===== config.mk =====
export PLATFORM = sky130hd
export DESIGN_NAME = alarm_sensor_encoder
export DESIGN_NICKNAME = d
export VERILOG_FILES = /design/src/rtl/alarm_sensor_encoder.sv
export SDC_FILE = /design/constraint.sdc
export NUM_CORES = 1
export LEC_CHECK = 0
export BUFFER_PORTS_ARGS = -buffer_cell sky130_fd_sc_hd__buf_2
export CAP_MARGIN = 20
export CORE_MARGIN = 4
export CORE_UTILIZATION = 49
export CTS_CLUSTER_DIAMETER = 60
export DETAILED_ROUTE_END_ITERATION = 8
export HOLD_SLACK_MARGIN = 0.02
export PLACE_DENSITY = 0.72
export SLEW_MARGIN = 10
export SYNTH_ARGS = -nofsm -noshare
export SYNTH_HDL_FRONTEND = slang
export SYNTH_SLANG_ARGS = --single-unit

===== constraint.sdc =====
create_clock -name clk -period 1.6 [get_ports clk]
set_clock_uncertainty 0.2 [all_clocks]
set_input_delay 0.48 -clock clk [delete_from_list [all_inputs] [get_ports clk]]
set_output_delay 0.48 -clock clk [all_outputs]
set_load 0.1 [all_outputs]

===== src/rtl/alarm_sensor_encoder.sv =====
`default_nettype none
// ============================================================================
// Module   : alarm_sensor_encoder
// Purpose  : Thresholds, debounces and latches fire/burglar/rain sensors into a
//            3-bit alarm state vector with a registered change strobe.
//            Optional macro FIRE_LATCH_EN latches fire until acknowledged.
// Revision : 1.0 - initial release
// ============================================================================
module alarm_sensor_encoder #(
  parameter int TEMP_W     = 8,
  parameter int FIRE_TEMP  = 60,
  parameter int RAIN_LEVEL = 40,
  parameter int DEB_ON     = 4,
  parameter int DEB_OFF    = 8,
  parameter int CNT_W      = 4
) (
  input  logic              clk,
  input  logic              reset,
  input  logic [TEMP_W-1:0] temp,
  input  logic              smoke,
  input  logic              motion,
  input  logic              door_open,
  input  logic              armed,
  input  logic [TEMP_W-1:0] rain_level,
  input  logic              fire_ack,
  output logic [2:0]        state,
  output logic              state_chg
);

  localparam int c_fire = 2;
  localparam int c_burg = 1;
  localparam int c_rain = 0;

  localparam logic [TEMP_W-1:0] c_fire_thr = TEMP_W'(FIRE_TEMP);
  localparam logic [TEMP_W-1:0] c_rain_thr = TEMP_W'(RAIN_LEVEL);
  localparam logic [CNT_W-1:0]  c_on_last  = CNT_W'(DEB_ON - 1);
  localparam logic [CNT_W-1:0]  c_off_last = CNT_W'(DEB_OFF - 1);

  logic [2:0]       w_raw;
  logic [2:0]       w_b_nxt;
  logic [2:0]       r_b;
  logic [CNT_W-1:0] w_cnt_nxt [3];
  logic [CNT_W-1:0] r_cnt     [3];
  logic             r_state_chg;

  always_comb begin
    w_raw         = '0;
    w_raw[c_fire] = smoke | (temp >= c_fire_thr);
    w_raw[c_burg] = armed & (motion | door_open);
    w_raw[c_rain] = (rain_level >= c_rain_thr);
  end

  always_comb begin
    for (int i = 0; i < 3; i++) begin
      w_b_nxt[i]   = r_b[i];
      w_cnt_nxt[i] = '0;
      if (w_raw[i] != r_b[i]) begin
        if (r_cnt[i] == (r_b[i] ? c_off_last : c_on_last)) begin
          w_b_nxt[i] = ~r_b[i];
        end else begin
          w_cnt_nxt[i] = r_cnt[i] + 1'b1;
        end
      end
    end

    // Burglar latches while armed; disarming overrides any pending set.
    if (!armed) begin
      w_b_nxt[c_burg]   = 1'b0;
      w_cnt_nxt[c_burg] = '0;
    end else if (r_b[c_burg]) begin
      w_b_nxt[c_burg]   = 1'b1;
      w_cnt_nxt[c_burg] = '0;
    end

`ifdef FIRE_LATCH_EN
    if (r_b[c_fire]) begin
      w_b_nxt[c_fire]   = ~(fire_ack & ~w_raw[c_fire]);
      w_cnt_nxt[c_fire] = '0;
    end
`endif
  end

`ifndef FIRE_LATCH_EN
  logic w_unused_fire_ack;
  assign w_unused_fire_ack = fire_ack;
`endif

  always_ff @(posedge clk or negedge reset) begin
    if (!reset) begin
      r_b         <= '0;
      r_state_chg <= 1'b0;
      for (int i = 0; i < 3; i++) r_cnt[i] <= '0;
    end else begin
      r_b         <= w_b_nxt;
      r_state_chg <= (w_b_nxt != r_b);
      for (int i = 0; i < 3; i++) r_cnt[i] <= w_cnt_nxt[i];
    end
  end

  assign state     = r_b;
  assign state_chg = r_state_chg;

endmodule
`default_nettype wire

# After elaboration in Yosys (flattened, before gate mapping)
# Cells that the tools add are included.
# totals
in_bits,23
output_inout_bits,4
ff_bits,16
word_cells,42
# classes
n_bitwise,6
addsub,3
magnitude_cmp,2
eq_ne,7
n_mux,19
# op_table
operator,count
$mux 4,8
$ge 8x6->1 const B,2
$add 4x1->4 const B,3
$eq 4x3->1,3
$mux 3,3
$mux 1,8
$ne 1x1->1,3
$ne 3x3->1,1
$not 1->1,3
$or 1x1->1,2
$and 1x1->1,1

# Depth between registers and ports, before layout
# depth
depth_word,7
ltp_mapped,5
mapped_depth_nobuf,5

# Worst setup path after synthesis
# OpenSTA, ideal clock, no wires.
# synth_timing
kind,register to register
start,"reg r_b[0], in the netlist state[0]"
end,"reg r_state_chg, in the netlist state_chg"
n_path_buf,1
arrival_ns,1.563
path_slack_ns,-0.301
path_stages_with_launch,5
period_less_slack_ns,1.901
setup_time_ns,0.138
required_ns,1.262
path_cell_list,dfrtp_1 -> clkbuf_1 -> a21oi_1 -> a2bb2oi_1 -> o221ai_1
# synth_via
elab_chain_len,5
word_cells_on_any_way,7
classes_between,3 x eq/ne; 3 x mux; 1 x bitwise
# synth_rtl
element,line_no,source
start: declaration,41,logic [2:0] r_b;
start signal: assignment,94,r_b <= w_b_nxt;
$mux 3,58,if (r_cnt[i] == (r_b[i] ? c_off_last : c_on_last)) begin
$eq 4x3->1,58,
$mux 1,58,
$mux 1,57,if (w_raw[i] != r_b[i]) begin
$ne 3x3->1 (*),95,r_state_chg <= (w_b_nxt != r_b);
end signal: assignment,95,
end: declaration,44,logic r_state_chg;
# Mark *: on every way between the ends. The rest lies on a longest branch, timed or not.

# Worst setup path in the final report
# layout_timing
start,"reg r_b[0], in the netlist state[0]"
end,out state[0]
# layout_lines
element,line_no,source
end: declaration,26,"output logic [2:0] state,"
# No word-level cell between the ends.

==> flow_summary.json <==
{
  "fp.coreArea_um2": 1745,
  "synth-main-ff-cell": "dfrtp_1",
  "clock_latency_ns": 0.29,
  "cp.required_ns": 0.92,
  "synth-edff-count": 0,
  "status": "finished with violations",
  "syn_avg_cell_area_um2": 9.320,
  "ctsResizeCount": 0,
  "maxCapViolCount": 0,
  "synth_seq_cells": 16,
  "r2r_cells": 4,
  "grt_max_degree": 17,
  "dp_slack_ns": -0.05262,
  "worstPathArrival_ns": 0.96,
  "power.density_nw_per_um2": 617.4,
  "cts.sinks": 16,
  "diodes": 0,
  "yosysSeqAreaShare": 0.4384,
  "cts_tree": "built",
  "initial_utilization": 0.5233,
  "grt_pass1_vias": 759,
  "critPathMaxStageDelay_ns": 0.50,
  "setup_viol": 2,
  "critical_path_class": "reg2out",
  "cts_buffers": 3,
  "r2r_slack_ns": 0.09,
  "r2r-start": "r_cnt[8]$_DFF_PN0_",
  "drc_errors": 0,
  "crit_end": "state[0]",
  "slew-limit-headroom": 0.7667,
  "path_clk_slew_ns": 0.10,
  "nNetsFinal": 154,
  "path_depth": 1,
  "worstMarginPinSlew_ns": 0.3499,
  "die_h_um": 51.18,
  "grt_pass1_wl_um": 3180,
  "yosysTopAreaCell": "dfrtp_1",
  "cp_num_buf_inv": 1,
  "seq_area_um2": 409.1,
  "place_area_um2": 1127,
  "critPathCaptureType": "output pin",
  "via_count": 805,
  "clk_path_buf_depth": 2,
  "place.port_buffers": 20,
  "vias_per_cell": 5.296,
  "post-route-util": 0.6796,
  "hp-class": "in2reg",
  "post-route-period-util": 1.027,
  "max_freq_mhz": 608.8,
  "rows": 15,
  "setup_ws_ns": -0.04261,
  "worstReg2RegEnd": "r_cnt[8]$_DFF_PN0_",
  "antenna_found_initial": 0,
  "crit_family": "flip-flops",
  "synth.area.top_cells": "dfrtp_1, a21oi_1, nand2b_1, ha_1, nor2_1",
  "final_layout_size_suffix_gt1_frac": 0.2835,
  "ioPinCount": 27,
  "grt_overflow": 0,
  "drt_iter0_markers": 15,
  "yosysWarningCount": 0,
  "n_fill_cell": 149,
  "synth_nets": 124,
  "ir_worst_vdd_mv": 0.4326,
  "synthesis.area_um2": 913.4,
  "drtPass1Iterations": 4,
  "dieArea_um2": 2619,
  "power_leakage_nw": 0.5278,
  "worstSetupStartpointType": "register",
  "ys_types": 35,
  "multi_input_area_um2": 481.7,
  "h-tree-depth": 1,
  "critPathSlowestCell": "dfrtp_4",
  "grt_usage": 0.1660,
  "hold_viol_final": 0,
  "violations": "setup timing",
  "yosysTopAreaCellShare": 0.4384,
  "syn2layout_area_growth_pct": 29.86,
  "postRouteAntennaNets": 0,
  "min_period_ns": 1.643,
  "cp-startpoint": "state[0]$_DFF_PN0_",
  "fp.dieW_um": 51.18,
  "synthCells": 98,
  "wl_per_cell_um": 12.07,
  "synth_async_sr_flop_share": 1.000,
  "wl_um": 1835,
  "rsz0062_at_grt": "true",
  "slew_violations": 0,
  "stdcell_area_um2": 1186,
  "gp_routability_congestion": 0.8384,
  "clockRootBuffer": "clkbuf_4",
  "fin_setup_tns_ns": -0.07290,
  "path_max_fanout": 2,
  "hpwl_um": 1446,
  "cp_cell_sequence": "buf_12"
}
-- power by group --
| part | internal [W] | switching [W] |
|---|---|---|
| Clock | 0.0000968 | 0.000127 |
| Sequential | 0.000412 | 0.00000645 |
| Combinational | 0.0000412 | 0.0000480 |
-- logic make-up after synthesis --
kind of cell | share of synthesized area
compound gates | 0.2014
buf+inv | 0.03424
flops | 0.4384
fa+ha+maj | 0.04110
mux | 0.01096
simple gates | 0.2274
xor+xnor | 0.04659
-- worst register-to-register path, delay by kind of cell, from the launching register on --
family	cells	cell delay (ns)
AO/OA/AOI/OAI	2	0.45
adder cells (fa/ha/maj)	1	0.22
flip-flops	1	0.41
AND/OR/NAND/NOR	1	0.16
-- cell usage after synthesis, drive strengths merged (2+ instances only) --
| cell | number |
|---|---|
| dfrtp | 16 |
| a21oi | 9 |
| nor2 | 9 |
| nand2 | 7 |
| nand2b | 7 |
| inv | 6 |
| o21ai | 6 |
| nand3 | 5 |
| ha | 3 |
| xnor2 | 3 |
| and2 | 2 |
| nor2b | 2 |
| nor3 | 2 |
| o211ai | 2 |
| o22ai | 2 |
| o2bb2ai | 2 |
-- cell type report --
class,instances,area share
Inverter,6,0.01899
Clock buffer,4,0.02215
Tap cell,25,0.02637
Multi-Input combinational cell,74,0.4061
Sequential cell,16,0.3449
Timing Repair Buffer,27,0.1814
-- cell usage in the layout, fill, tap and decap left out, types with 2 or more instances in the layout --
cell       count
nand2b_1       7
o22ai_1        2
clkbuf_4       3
o2bb2ai_1      2
ha_1           3
inv_1          6
xnor2_1        2
dfrtp_4        2
o211ai_1       2
nand3_1        5
buf_4          6
nand2_1        7
nor2b_1        2
buf_12         4
dfrtp_1       13
a21oi_1        9
nor2_1         9
o21ai_0        5
buf_2         16
-- what timing repair did --
item                       CTS  global route
hold buffers                 1             0
setup endpoints to repair    2             3
buffers inserted             2             1
hold endpoints to repair    16             0
-- worst min path at each step --
stage               startpoint                 end  slack, ns  cells after the start
CTS                      armed  state[1]$_DFF_PN0_       0.23                      2
global route             armed  state[1]$_DFF_PN0_       0.24                      2
floorplan                reset  r_cnt[0]$_DFF_PN0_      -0.02                      0
global placement         reset  r_cnt[3]$_DFF_PN0_       0.21                      1
detailed placement       reset  r_cnt[7]$_DFF_PN0_       0.21                      1
finish                   armed  state[1]$_DFF_PN0_       0.24                      2
-- routing by layer --
layer | track usage | vias up | share of wire
li1 | - | 408 | -
met1 | 0.2019 | 374 | 0.45
met2 | 0.2682 | 19 | 0.48
met3 | 0.03790 | 4 | 0.055
met4 | 0.09417 | 0 | 0.018
met5 | 0 | - | 0
-- state kept, by name (all words and copies together) (netlist names) --
signal,flops
r_cnt,12
state_chg,1
state,3
-- stage by stage --
step,hold WS (ns),total power (W),instances
floorplan,-0.01559,0.0004683,98
global placement,0.2094,0.0005118,144
detailed placement,0.2125,0.0005149,144
CTS,0.2277,0.0007454,151
global route,0.2391,0.0007828,152
finish,0.2400,0.0007323,152
Power figures use the tool's default switching activity.
